**src/rtl/dlx_fetch_stage_pkg.sv**
```systemverilog
// dlx_fetch_stage_pkg: shared word width, NOP encoding and fetch FSM states.
package dlx_fetch_stage_pkg;
    localparam int WORD_W = 32;
    typedef logic [WORD_W-1:0] word_t;
    localparam word_t NOP = 32'd0;
    typedef enum logic [1:0] {
        S_BOOT   = 2'd0,
        S_RUN    = 2'd1,
        S_HALTED = 2'd2
    } state_t;
endpackage

```
**src/rtl/dlx_fetch_stage_if.sv**
```systemverilog
// dlx_fetch_stage_if: ROM, control and IF/ID bundle of the fetch stage.
interface dlx_fetch_stage_if import dlx_fetch_stage_pkg::*; #(parameter int CNT_W = 16) ();
    word_t            pc_o;
    word_t            inst_i;
    logic             stall_i;
    logic             branch_taken_i;
    word_t            branch_target_i;
    logic             halt_i;
    word_t            ifid_inst_o;
    word_t            ifid_npc_o;
    logic             ifid_valid_o;
    logic [CNT_W-1:0] fetch_cnt_o;
    logic [1:0]       state_o;
    modport master (
        input  inst_i, stall_i, branch_taken_i, branch_target_i, halt_i,
        output pc_o, ifid_inst_o, ifid_npc_o, ifid_valid_o, fetch_cnt_o, state_o
    );
    modport slave (
        output inst_i, stall_i, branch_taken_i, branch_target_i, halt_i,
        input  pc_o, ifid_inst_o, ifid_npc_o, ifid_valid_o, fetch_cnt_o, state_o
    );
endinterface

```
**src/rtl/dlx_ifid_reg.sv**
```systemverilog
// dlx_ifid_reg: IF/ID pipeline register; flush clears only the valid bit.
module dlx_ifid_reg import dlx_fetch_stage_pkg::*; (
    input  logic  clk_i,
    input  logic  reset_i,
    input  logic  i_load,
    input  logic  i_flush,
    input  word_t i_inst,
    input  word_t i_npc,
    output word_t o_inst,
    output word_t o_npc,
    output logic  o_valid
);
    word_t r_inst, r_npc;
    logic  r_valid;
    always_ff @(posedge clk_i or negedge reset_i) begin
        if (!reset_i) begin
            r_inst  <= NOP;
            r_npc   <= '0;
            r_valid <= 1'b0;
        end else if (i_flush) begin
            r_valid <= 1'b0;
        end else if (i_load) begin
            r_inst  <= i_inst;
            r_npc   <= i_npc;
            r_valid <= 1'b1;
        end
    end
    assign o_inst  = r_inst;
    assign o_npc   = r_npc;
    assign o_valid = r_valid;
endmodule

```
**src/rtl/dlx_fetch_stage.sv**
```systemverilog
// dlx_fetch_stage: DLX instruction fetch with BOOT/RUN/HALTED control,
// branch redirect, stall hold and a saturating fetch counter.
module dlx_fetch_stage import dlx_fetch_stage_pkg::*; #(
    parameter word_t RESET_PC = 32'd0,
    parameter int    CNT_W    = 16
) (
    input logic               clk_i,
    input logic               reset_i,
    dlx_fetch_stage_if.master bus
);
    state_t           r_state, w_next;
    word_t            r_pc, w_pc_nxt;
    logic [CNT_W-1:0] r_cnt;
    logic             w_run, w_load, w_flush;
    always_ff @(posedge clk_i or negedge reset_i) begin
        if (!reset_i) r_state <= S_BOOT;
        else          r_state <= w_next;
    end
    // Halt outranks branch, branch outranks stall; the encoding 2'd3 falls back to BOOT.
    always_comb begin
        w_run    = r_state == S_RUN;
        w_flush  = w_run && (bus.halt_i || bus.branch_taken_i);
        w_load   = w_run && !bus.halt_i && !bus.branch_taken_i && !bus.stall_i;
        w_next   = r_state == S_BOOT   ? S_RUN :
                   w_run               ? (bus.halt_i ? S_HALTED : S_RUN) :
                   r_state == S_HALTED ? S_HALTED : S_BOOT;
        w_pc_nxt = (w_run && !bus.halt_i && bus.branch_taken_i) ? bus.branch_target_i :
                   w_load ? r_pc + 32'd1 : r_pc;
    end
    always_ff @(posedge clk_i or negedge reset_i) begin
        if (!reset_i) begin
            r_pc  <= RESET_PC;
            r_cnt <= '0;
        end else begin
            r_pc <= w_pc_nxt;
            if (w_load && r_cnt != '1) r_cnt <= r_cnt + 1'b1;
        end
    end
    dlx_ifid_reg u_ifid (
        .clk_i   (clk_i),
        .reset_i (reset_i),
        .i_load  (w_load),
        .i_flush (w_flush),
        .i_inst  (bus.inst_i),
        .i_npc   (r_pc + 32'd1),
        .o_inst  (bus.ifid_inst_o),
        .o_npc   (bus.ifid_npc_o),
        .o_valid (bus.ifid_valid_o)
    );
    assign bus.pc_o        = r_pc;
    assign bus.fetch_cnt_o = r_cnt;
    assign bus.state_o     = r_state;
endmodule

```
**src/flat_wrapper.sv**
```systemverilog
// flat-port wrapper written by rule: the top's interface ports become plain ports
module dlx_fetch_stage_flat import dlx_fetch_stage_pkg::*;
#(
    parameter word_t RESET_PC = 32'd0,
    parameter int    CNT_W    = 16
)
  (clk_i, reset_i, bus_inst_i, bus_stall_i, bus_branch_taken_i, bus_branch_target_i, bus_halt_i, bus_pc_o, bus_ifid_inst_o, bus_ifid_npc_o, bus_ifid_valid_o, bus_fetch_cnt_o, bus_state_o);
  dlx_fetch_stage_if #(.CNT_W(CNT_W)) bus_i ();
  input logic clk_i;
  input logic reset_i;
  input wire logic [$bits(bus_i.inst_i)-1:0] bus_inst_i;
  input wire logic [$bits(bus_i.stall_i)-1:0] bus_stall_i;
  input wire logic [$bits(bus_i.branch_taken_i)-1:0] bus_branch_taken_i;
  input wire logic [$bits(bus_i.branch_target_i)-1:0] bus_branch_target_i;
  input wire logic [$bits(bus_i.halt_i)-1:0] bus_halt_i;
  output wire logic [$bits(bus_i.pc_o)-1:0] bus_pc_o;
  output wire logic [$bits(bus_i.ifid_inst_o)-1:0] bus_ifid_inst_o;
  output wire logic [$bits(bus_i.ifid_npc_o)-1:0] bus_ifid_npc_o;
  output wire logic [$bits(bus_i.ifid_valid_o)-1:0] bus_ifid_valid_o;
  output wire logic [$bits(bus_i.fetch_cnt_o)-1:0] bus_fetch_cnt_o;
  output wire logic [$bits(bus_i.state_o)-1:0] bus_state_o;
  assign bus_i.inst_i = bus_inst_i;
  assign bus_i.stall_i = bus_stall_i;
  assign bus_i.branch_taken_i = bus_branch_taken_i;
  assign bus_i.branch_target_i = bus_branch_target_i;
  assign bus_i.halt_i = bus_halt_i;
  assign bus_pc_o = bus_i.pc_o;
  assign bus_ifid_inst_o = bus_i.ifid_inst_o;
  assign bus_ifid_npc_o = bus_i.ifid_npc_o;
  assign bus_ifid_valid_o = bus_i.ifid_valid_o;
  assign bus_fetch_cnt_o = bus_i.fetch_cnt_o;
  assign bus_state_o = bus_i.state_o;
  dlx_fetch_stage #(.RESET_PC(RESET_PC), .CNT_W(CNT_W)) u_core (.clk_i(clk_i), .reset_i(reset_i), .bus(bus_i));
endmodule
```
**config.mk**
```make
export PLATFORM = sky130hd
export DESIGN_NAME = dlx_fetch_stage_flat
export DESIGN_NICKNAME = d
export VERILOG_FILES = /design/src/rtl/dlx_fetch_stage_pkg.sv /design/src/rtl/dlx_fetch_stage_if.sv /design/src/rtl/dlx_ifid_reg.sv /design/src/rtl/dlx_fetch_stage.sv /design/src/flat_wrapper.sv
export SDC_FILE = /design/constraint.sdc
export NUM_CORES = 1
export LEC_CHECK = 0
export BUFFER_PORTS_ARGS = -buffer_cell sky130_fd_sc_hd__buf_2
export CORE_MARGIN = 2
export CORE_UTILIZATION = 50
export CTS_CLUSTER_DIAMETER = 200
export DETAILED_ROUTE_END_ITERATION = 12
export HOLD_SLACK_MARGIN = 0.05
export PLACE_DENSITY_LB_ADDON = 0.1
export SYNTH_ARGS = -nofsm -noshare
export SYNTH_HDL_FRONTEND = slang
export SYNTH_SLANG_ARGS = --single-unit
```
**constraint.sdc**
```tcl
create_clock -name clk_i -period 2.1 [get_ports clk_i]
set_clock_uncertainty 0.1 [all_clocks]
set_input_delay 0.315 -clock clk_i [delete_from_list [all_inputs] [get_ports clk_i]]
set_output_delay 0.315 -clock clk_i [all_outputs]
set_load 0.03 [all_outputs]
```
==> results_dict.tcl <==
set metrics [dict create \
    outcome "finished, final reports clean" \
    dp_hpwl_um 9750 \
    drive_gt1_frac 0.320 \
    clock_latency_ns 0.52 \
    drtAntennaViolNets 0 \
    pin_count 184 \
    syn_avg_cell_area_um2 9.70 \
    critPathTopFamily "simple AND/OR/NAND/NOR gates" \
    cts_sinks 115 \
    synthesis.instances 537 \
    end_kind "register" \
    synth_seq_cells 115 \
    die_height_um 106 \
    viasPerCell 5.32 \
    crit_chain "nand2b_4, or4_4, buf_12, a21oi_1, o21ai_0, o311ai_1" \
    cts_buffers 17 \
    drv_cap 0 \
    layout_setup_ws_ns 0.0782 \
    grt_overflow 0 \
    setup_viol 0 \
    cp_data_required_time_ns 2.40 \
    drc 0 \
    dieArea_um2 11200 \
    cts_tree "yes" \
    worst_pin_slew_ns 0.594 \
    grt_usage 0.277 \
    cp_slowest_cell "or4_4" \
    clk_path_buf_depth 2 \
    htreeDepth 4 \
    start_util 0.509 \
    antenna_found_initial 0 \
    p_per_area_nw_per_um2 1520 \
    p_total_uw 11800 \
    yosysSeqAreaShare 0.553 \
    drtIter0Drc 322 \
    post-route-period-util 0.963 \
    fmax_mhz 495 \
    ys.flop_type "dfrtp_1" \
    avgRoutedWirePerCell_um 16.0 \
    syn-cell-area_um2 5210 \
    clkSlewWorstSetupHoldPaths_ns 0.06 \
    grt_pass1_vias 5112 \
    cpPeakStageDelay_ns 0.49 \
    vias 5059 \
    hold_violations 0 \
    diodes 0 \
    critical_path_class "register to register" \
    wl_um 15300 \
    synth_top_area_share 0.553 \
    drv_slew 0 \
    synthArstFlopShare 1.00 \
    gp_congestion 0.809 \
    io_buffers 183 \
    num-nets-final 873 \
    core_um2 10200 \
    critPathLaunchType "register" \
    ys.warnings.count 0 \
    synthTopCellsByArea "dfrtp_1 (55%), nand2_1 (11%), o21ai_0 (5.0%), xor2_1 (4.4%), xnor2_1 (2.7%)" \
    std_cell_rows 37 \
    grt_first_pass_wirelength_um 24600 \
    p_leak_uw 0.00386 \
    grt_setup_unrepaired "no" \
    worst-path-buf-inv 1 \
    hold_path_class "input port to register" \
    first_pass_iters 5 \
    worstPathArrival_ns 2.32 \
    syn2layout_area_growth_pct 48.7 \
    setup_tns_ns 0 \
    peakVddDrop_mv 0.784 \
    path_max_fanout 100 \
    cts-root-buf "clkbuf_8" \
    synthesis.nets 608 \
    chipWidth_um 106 \
    timing.slew.headroom 0.604 \
    grt_start_max_net_pins 101 \
    synth_area_leader_cell "dfrtp_1" \
    finalCriticalPeriod_ns 2.02 \
    dpl_worst_slack_ns 0.0795 \
    synth_cell_types 41 \
    synth-edff-count 0 \
]
-- cell families after synthesis --
kind of cell	synth area share
adders and majority gates	0.00481
xor gates and xnor gates	0.0707
DFF	0.553
and+or+nand+nor	0.218
buffers and inverters	0.0272
AOI/OAI and AO/OA	0.118
muxes	0.00865
-- per-stage QoR --
step,area [µm²],std cells,hold slack [ns],util
3_3_place_gp,6420,853,0.242,0.628
2_1_floorplan,5210,537,-0.0806,-
3_5_place_dp,6420,853,0.238,0.628
5_1_grt,7740,951,0.0855,0.757
4_1_cts,7730,951,0.0760,0.756
6_report,7740,951,0.0835,0.757
-- synth_stat cells (4+ instances only) --
master,n
nor3_1,7
a21oi_1,5
a21o_1,5
mux2_2,4
o21ai_0,52
dfrtp_1,115
xnor2_1,16
a22oi_1,18
clkbuf_1,21
xor2_1,26
buf_2,5
nor4_1,5
nand2_1,149
nor2_1,23
inv_1,5
a221o_1,10
nand4_1,17
nand3_1,20
-- flip-flops by register name, summed over array words and instances (netlist names), named ones only --
register	cells
u_core.bus.fetch_cnt_o	16
u_core.bus.pc_o	32
u_core.bus.state_o	1
u_core.u_ifid.o_inst	32
u_core.u_ifid.o_npc	32
u_core.u_ifid.o_valid	1
-- worst paths after layout --
kind | end | slack (ns) | cells after the start | start
setup / recovery | u_core.bus.pc_o[8] | 0.08 | 6 | register
hold / removal | u_core.u_ifid.o_valid | 0.08 | 3 | bus_branch_taken_i
setup reg to reg | u_core.bus.pc_o[8] | 0.08 | 6 | register
hold reg to reg | u_core.u_ifid.o_inst[10] | 0.37 | 2 | u_core.u_ifid.o_inst[10]
max in group asynchronous | u_core.u_ifid.o_npc[27] | 1.02 | 3 | reset_i
min in group asynchronous | u_core.bus.pc_o[11] | 0.23 | 2 | reset_i
-- layer usage --
metal  vias up  part of all wire  global-route usage  wire length, µm
met5         -                 0                   0                0
met4         0             0.022               0.102              337
met3        29             0.065              0.0723              988
met2       210              0.49               0.464             7480
met1      2440              0.42               0.348             6440
li1       2380                 -                   -                -
-- layout make-up --
type | count | area (µm²)
flip-flops and latches | 115 | 2880
clock inverters | 13 | 206
multi-input cells | 388 | 2210
clock buffers | 19 | 442
well taps | 136 | 170
fillers | 714 | 2490
inverters | 5 | 18.8
repair buffers | 275 | 1810
-- where the power goes --
group / total, µW / leakage [µW] / switching, µW / internal [µW]
registers: 3890 / 0.00146 / 768 / 3120
clock network: 3130 / 0.000302 / 1020 / 2100
logic: 4770 / 0.00210 / 3240 / 1530
-- placed cells by master (no fill, tap or decap), types with 4 or more instances in the layout --
cell and instances:
buf_2 182, nand2_1 149, dfrtp_1 111, dlygate4sd3_1 66, o21ai_0 52, xor2_1 26
buf_4 24, nor2_1 21, nand3_1 19, a22oi_1 18, nand4_1 17, xnor2_1 16
clkbuf_16 16, a221o_1 10, nor3_1 7, a21oi_1 5, a21o_1 5, inv_1 5
bufinv_16 5, clkinvlp_4 5, mux2_2 4, nor4_1 4, dfrtp_2 4
-- worst reg2reg max path, cell delays in order (launching register included) --
cell and delay, ns:
dfrtp_2 0.43, nand2b_4 0.19, or4_4 0.49, buf_12 0.23
a21oi_1 0.24, o21ai_0 0.13, o311ai_1 0.11
-- what timing repair did --
action,in CTS,in global routing
endpoints found under the setup margin,0,5
hold endpoints to repair,101,0
setup buffers,0,0
hold buffers,66,0
gates resized for setup,0,3
Note: power is estimated with default switching activity, not from simulation.
